[src/rtl/param_data_mem.sv]
// Parametrised single-port data memory with per-byte write enables and a
// self-index initialisation sweep. Optional registered read port: PARAM_DATA_MEM_REG_OUT_EN.
module param_data_mem #(
  parameter int DATA_W = 32,
  parameter int ADDR_W = 6
) (
  input  logic                CLK,
  input  logic                reset,
  input  logic [ADDR_W-1:0]   addr,
  input  logic                MW,
  input  logic [DATA_W/8-1:0] BE,
  input  logic [DATA_W-1:0]   data_in,
  input  logic                init_req,
  output logic [DATA_W-1:0]   out,
  output logic                busy,
  output logic                wr_drop
);

  localparam int DEPTH = 2**ADDR_W;
  localparam int NB    = DATA_W/8;

  typedef enum logic [0:0] {
    ST_INIT = 1'b0,
    ST_IDLE = 1'b1
  } state_t;

  state_t              state_r, state_s;
  logic [ADDR_W-1:0]   cnt_r, cnt_s;
  logic                wr_drop_r, drop_s;
  logic                mem_we_s;
  logic [ADDR_W-1:0]   mem_waddr_s;
  logic [DATA_W-1:0]   mem_wdata_s;
  logic [DATA_W-1:0]   mem [DEPTH];

  // Replace only the enabled byte lanes of a word.
  function automatic logic [DATA_W-1:0] merge_lanes(
    input logic [DATA_W-1:0] old_word,
    input logic [DATA_W-1:0] new_word,
    input logic [NB-1:0]     lanes
  );
    logic [DATA_W-1:0] res;
    res = old_word;
    for (int b = 0; b < NB; b++) begin
      if (lanes[b]) res[8*b +: 8] = new_word[8*b +: 8];
      else          res[8*b +: 8] = old_word[8*b +: 8];
    end
    return res;
  endfunction

  // Next-state, sweep counter and memory write-port selection.
  always_comb begin
    state_s     = state_r;
    cnt_s       = cnt_r;
    mem_we_s    = 1'b0;
    mem_waddr_s = addr;
    mem_wdata_s = data_in;
    case (state_r)
      ST_INIT: begin
        mem_we_s    = 1'b1;
        mem_waddr_s = cnt_r;
        mem_wdata_s = DATA_W'(cnt_r);
        if (cnt_r == {ADDR_W{1'b1}}) begin
          state_s = ST_IDLE;
          cnt_s   = {ADDR_W{1'b0}};
        end else begin
          cnt_s = cnt_r + {{(ADDR_W-1){1'b0}}, 1'b1};
        end
      end
      ST_IDLE: begin
        if (init_req) begin
          state_s = ST_INIT;
          cnt_s   = {ADDR_W{1'b0}};
        end else if (MW && (BE != {NB{1'b0}})) begin
          mem_we_s    = 1'b1;
          mem_wdata_s = merge_lanes(mem[addr], data_in, BE);
        end else begin
          mem_we_s = 1'b0;
        end
      end
      default: begin
        state_s = ST_INIT;
        cnt_s   = {ADDR_W{1'b0}};
      end
    endcase
  end

  // A real write (some lane enabled) is lost while sweeping or when init wins the edge.
  assign drop_s = MW && (BE != {NB{1'b0}}) && ((state_r == ST_INIT) || init_req);

  // Control state; reset restarts the sweep from word 0.
  always_ff @(posedge CLK or negedge reset) begin
    if (!reset) begin
      state_r   <= ST_INIT;
      cnt_r     <= {ADDR_W{1'b0}};
      wr_drop_r <= 1'b0;
    end else begin
      state_r   <= state_s;
      cnt_r     <= cnt_s;
      wr_drop_r <= drop_s;
    end
  end

  // Storage array; deliberately not cleared by reset.
  always_ff @(posedge CLK) begin
    if (mem_we_s) mem[mem_waddr_s] <= mem_wdata_s;
  end

  assign busy    = (state_r == ST_INIT);
  assign wr_drop = wr_drop_r;

`ifdef PARAM_DATA_MEM_REG_OUT_EN
  logic [DATA_W-1:0] out_r;

  // Read-first registered port, blanked whenever the next cycle is a sweep cycle.
  always_ff @(posedge CLK or negedge reset) begin
    if (!reset) begin
      out_r <= {DATA_W{1'b0}};
    end else begin
      out_r <= (state_s == ST_INIT) ? {DATA_W{1'b0}} : mem[addr];
    end
  end

  assign out = out_r;
`else
  assign out = busy ? {DATA_W{1'b0}} : mem[addr];
`endif

endmodule

[config.mk]
export PLATFORM = sky130hd
export DESIGN_NAME = param_data_mem
export DESIGN_NICKNAME = d
export VERILOG_FILES = /design/src/rtl/param_data_mem.sv
export SDC_FILE = /design/constraint.sdc
export NUM_CORES = 2
export LEC_CHECK = 0
export ABC_AREA = 0
export BUFFER_PORTS_ARGS = -buffer_cell sky130_fd_sc_hd__buf_2
export CAP_MARGIN = 20
export CORE_MARGIN = 2
export CORE_UTILIZATION = 35
export DETAILED_ROUTE_END_ITERATION = 10
export PLACE_DENSITY_LB_ADDON = 0.25
export REMOVE_ABC_BUFFERS = 1
export SYNTH_ARGS = -nofsm -noshare
export SYNTH_HDL_FRONTEND = slang
export SYNTH_SLANG_ARGS = --single-unit
[constraint.sdc]
create_clock -name CLK -period 7.5 [get_ports CLK]
set_input_delay 1.125 -clock CLK [delete_from_list [all_inputs] [get_ports CLK]]
set_output_delay 1.125 -clock CLK [all_outputs]
set_load 0.1 [all_outputs]
# After elaboration in Yosys (flattened, before gate mapping)

Memories as Yosys holds them, arrays and structs flattened.
Cells that the tools add are included.

Bits in registers: 8
Latch bits: 0
Word-level logic and storage cells: 32
ROM bits: 0
Memory bits (writable): 2048
Memories kept: 1

Add/sub/neg operators: 1
Shift-type cells: 0
Bitwise gates (word level): 1
Reduce and logical (&&, ||, !) cells: 4
Multiply operators: 0
Div/mod/pow operators: 0
Muxes and demuxes: 20
Order comparisons: 0
Equality and inequality tests: 2

Memory list:

| name | depth | width | rd ports | clocked after Yosys merged registers in | wr ports | RTL line | text |
|---|---|---|---|---|---|---|---|
| mem  | 64    | 32    | 1        | 0                                       | 1        | 33       | `logic [DATA_W-1:0] mem [DEPTH];` |

Operator list:

| kind                | number |
|---|---|
| $mux 32             | 3 |
| $pmux 32 s2         | 1 |
| $mux 8              | 4 |
| $mux 6              | 3 |
| $pmux 6 s2          | 1 |
| $add 6x1->6 const B | 1 |
| $eq 6x6->1 const B  | 1 |
| $mux 1              | 6 |
| $pmux 1 s2          | 2 |
| $reduce_bool 4->1   | 1 |
| $logic_and 1x1->1   | 2 |
| $ne 2x2->1 const B  | 1 |
| $logic_or 1x1->1    | 1 |
| $not 1->1           | 1 |

# Depth between registers and ports, before layout

Depth after elaboration: 7
Depth in mapped cells: 12
Mapped depth without buffers: 6

# Worst setup path before layout

OpenSTA, ideal clock, no wires.

Path type: input to register
Start: input port addr[0]
End: memory mem[0][6], data pin
Path buffers: 4
Data required time: 6.594 ns
Library setup time: 0.906 ns
Stages: 10
Path slack: 0.390 ns
Data arrival time: 6.204 ns
Path through: buf_6 buf_4 buf_6 buf_4 nor2_1 a22oi_1 a311oi_1 o21ai_0 o21ai_1 o41ai_1

Cells in the longest elaborated chain, start to end: 5

Ends and longest elaborated chain:

| element            | RTL line | text |
|---|---|---|
| start: declaration | 9        | `input logic [ADDR_W-1:0] addr,` |
| $mem_v2 64x32      | -        |  |
| $mux 8             | 44       | `if (lanes[b]) res[8*b +: 8] = new_word[8*b +: 8];` |
| $mux 32            | 73       | `end else if (MW && (BE != {NB{1'b0}})) begin` |
| $mux 32            | 70       | `if (init_req) begin` |
| $pmux 32 s2        | 57       | `case (state_r)` |
| net mem_wdata_s[6] | 32       | `logic [DATA_W-1:0] mem_wdata_s;` |
| end: declaration   | 33       |  |

The timed path passes the listed nets, and every way through them passes these cells.

# Worst setup path in the final report

Start: input port addr[4]
End: output port out[8]

Cells in the longest elaborated chain, start to end: 2

Ends and longest elaborated chain:

| element          | RTL line | text |
|---|---|---|
| $mem_v2 64x32    | -        |  |
| $mux 32          | 125      | `assign out = busy ? {DATA_W{1'b0}} : mem[addr];` |
| end: declaration | 14       | `output logic [DATA_W-1:0] out,` |

No other way between the ends.

==> qor.yml <==
global_route:
  grt_start_max_net_pins: 101
  first_global_vias: 39000
  overflow: 0
  antenna_found_initial: 1
  grt_pass1_wl_microns: 316000
  grtUsageTotal: 0.195
sta:
  relSlewSlack: 0.194
  layout_setup_ws_ps: 1250
  hold_viol_final: 0
  clock.fmax_mhz: 160
  finalCriticalPeriod_ps: 6250
  setup-violations-final: 0
  max_slew.worst_pin.slew_ps: 1200
  skew_ps: 47.2
  period_share: 0.834
  rsz0062_at_grt: "no"
  setup_tns_ps: 0
  final_max_slew_viol_count: 0
cells_and_area:
  fillers: 19700
  nets: 3790
  synthToLayoutAreaGrowth_pct: 15.2
  drive_gt1_frac: 0.314
logic_synthesis:
  synth_area_sq_mm: 0.0794
  syn_inst: 3442
  ys.flop_type: "edfxtp_1"
  yosysSeqAreaShare: 0.777
  ys_types: 49
  synth_edf_count: 2048
  async_flop_share: 0.00389
  synth_warnings: 0
  synth_seq_cells: 2056
  postSynthAreaPerCell_sq_um: 23.1
critical_path:
  critPathLaunchType: "primary input"
  arrival_ps: 5130
  path_class: "in2out"
  crit_start: "addr[4]"
  r2r_end: "mem[0][1]$_DFFE_PP_"
  crit_path_end_kind: "primary output"
  path_max_fanout: 24
  rrSetupSlack_ps: 3110
  crit_end: "out[8]"
  worstPathRequired_ps: 6380
  r2r_start: "state_r$_DFF_PN0_"
  rr_worst_depth: 6
floorplan:
  initial_core_util: 0.353
  dieArea_sq_mm: 0.231
  die_w_microns: 480
  core_area_sq_mm: 0.225
  die_h_microns: 480
  io_pins: 80
  num_rows: 174
clocking:
  clock-root-buffer: "clkbuf_16"
  cts_tree: "done"
  clk_path_buf_depth: 3
  clk_latency_ps: 860
  h-tree-depth: 4
  cts_sinks: 2056
  post_cts_resized: 0
  cts_setup_buffers: 0
  cts_hold_buf: 0
  clk_pin_slew_ps: 60
  numCtsBuffers: 208
detailed_routing:
  drtIter0Drc: 4642
  detail_route.wl_per_cell_microns: 32.9
  drtAntennaViolNets: 0
  via_per_inst: 5.63
  num_vias: 38900
  drt_first_pass_iters: 5
  drc: 0
  wl_microns: 227000
place:
  gp_congestion: 0.826
  hpwl_microns: 132000
  portBuffers: 79
  post-place-ws_ps: 1300
min_path:
  min_path_type: "in2async"
outcome:
  outcome: "finished, final reports clean"
flow_run:
  maxCapViolations: 0
pwr:
  p_leak_nw: 28.8
  vdd_drop_max_uv: 258
  powerDensity_mw_per_mm2: 294
[placed cells by master (no fill, tap or decap), types with 6 or more instances in the layout]
master and count:
bufinv_16 10, nor4_1 8, buf_12 19, inv_6 6, mux2i_1 108, clkbuf_1 42, or3_1 7, a22oi_1 86
and3_1 7, a21oi_1 44, mux4_2 564, nand3_1 35, buf_4 175, buf_2 75, o211ai_1 14, nor3b_1 7
o21ai_1 6, clkinv_1 54, o22ai_1 18, a31oi_1 9, o21ai_0 16, nor2_4 64, clkbuf_16 210, o21ai_4 10
nor2_1 37, edfxtp_1 2048, clkinvlp_4 9, nor2b_1 9, nand2_1 72, nand2b_1 9, clkinv_2 45, dfrtp_1 7
[cell families (layout without fill, tap and decap cells)]
kind of cell               count (synthesis)  after routing  synth area share
and+or+nand+nor                          271            271            0.0154
buffers and inverters                    191            665            0.0129
muxes                                    677            677             0.174
other                                      0              2                 0
AOI/OAI and AO/OA                        246            246            0.0207
DFF                                     2056           2056             0.777
adders and majority gates                  1              1          0.000157
[registers in the layout (all words and copies together), names as in the netlist]
| register | cells |
|---|---|
| cnt_r | 6 |
| wr_drop | 1 |
| state_r | 1 |
| mem | 2048 |
[per-stage QoR]
step / util / power [mW] / cells / hold slack, ps / area, sq um
final: 0.406 / 26.9 / 6910 / 130 / 91500
after global routing: 0.406 / 27.7 / 6908 / 120 / 91500
after CTS: 0.406 / 27.1 / 6903 / 80.6 / 91400
after detailed placement: 0.377 / 17.3 / 6520 / 626 / 85000
after global placement: 0.377 / 17.2 / 6514 / 605 / 84900
after floorplan: - / 15.6 / 3256 / 559 / 78400
[how the worst min path moves through the flow]
stage               slack, ps                 start  cells after the start                    to
floorplan                 560  cnt_r[4]$_DFFE_PN0N_                      1  cnt_r[4]$_DFFE_PN0N_
global placement          600  cnt_r[2]$_DFFE_PN0N_                      2  cnt_r[4]$_DFFE_PN0N_
detailed placement        630  cnt_r[2]$_DFFE_PN0N_                      2  cnt_r[4]$_DFFE_PN0N_
CTS                        80                 reset                      1  cnt_r[4]$_DFFE_PN0N_
global route              120                 reset                      1  cnt_r[4]$_DFFE_PN0N_
finish                    130                 reset                      1  cnt_r[4]$_DFFE_PN0N_
[critical path, cell delays in order]
cell	delay, ps
buf_2	670
nand2b_1	750
nor2_1	470
a22oi_1	290
nand2_1	190
nor4_1	900
buf_4	250
buf_2	430
[report_power, final]
group	switching, mW	total, mW	internal [mW]
registers	0.182	13.9	13.8
logic	2.27	3.13	0.861
clock network	4.39	9.86	5.47
total	6.84	26.9	20.1
[Yosys cell counts, types with 2 or more instances]
master	instances	area, sq um
and3_1	7	43.8
nor3_1	5	25.0
o22ai_1	19	119
and2_1	4	25.0
o31ai_1	2	15.0
dfrtp_1	8	200
a31oi_1	15	93.8
nand3_1	35	175
buf_1	18	67.6
a211oi_1	5	37.5
edfxtp_1	2048	61500
nand2b_1	9	56.3
a311oi_1	4	35.0
clkbuf_1	68	255
o311ai_0	4	35.0
nand2_1	72	270
o211ai_1	14	105
nor4_1	9	56.3
nor3b_1	7	52.6
o41ai_1	2	17.5
a22oi_1	86	646
nor2b_1	11	68.8
inv_1	3	11.3
o21ai_1	13	65.1
mux4_2	564	12700
a21oi_1	45	225
or3_1	7	43.8
o21ai_0	19	95.1
a21o_1	2	15.0
o22a_1	5	43.8
or2_2	2	12.5
mux2_2	5	56.3
nor2_1	102	383
buf_6	18	203
buf_2	55	275
buf_4	27	203
o21a_1	4	30.0
mux2i_1	108	1080
[per-layer routing]
layer  GRT usage  wire length (microns)  vias to the layer above
li1            -                      -                    15400
met1       0.274                  95800                    21600
met2       0.314                 109000                     1581
met3      0.0321                  14900                      345
met4      0.0581                   6990                        0
met5           0                      0                        -
[layout make-up]
cell class | instances | area (sq um) | area share
inverter | 5 | 21.3 | 0.000232
antenna | 2 | 5.00 | 0.0000547
timing repair buffer | 277 | 2180 | 0.0238
sequential | 2056 | 61700 | 0.674
multi-input combinational | 1195 | 17400 | 0.191
clock buffer | 252 | 5410 | 0.0592
clock inverter | 131 | 988 | 0.0108
tap | 2992 | 3740 | 0.0409
Power figures use the tool's default switching activity.
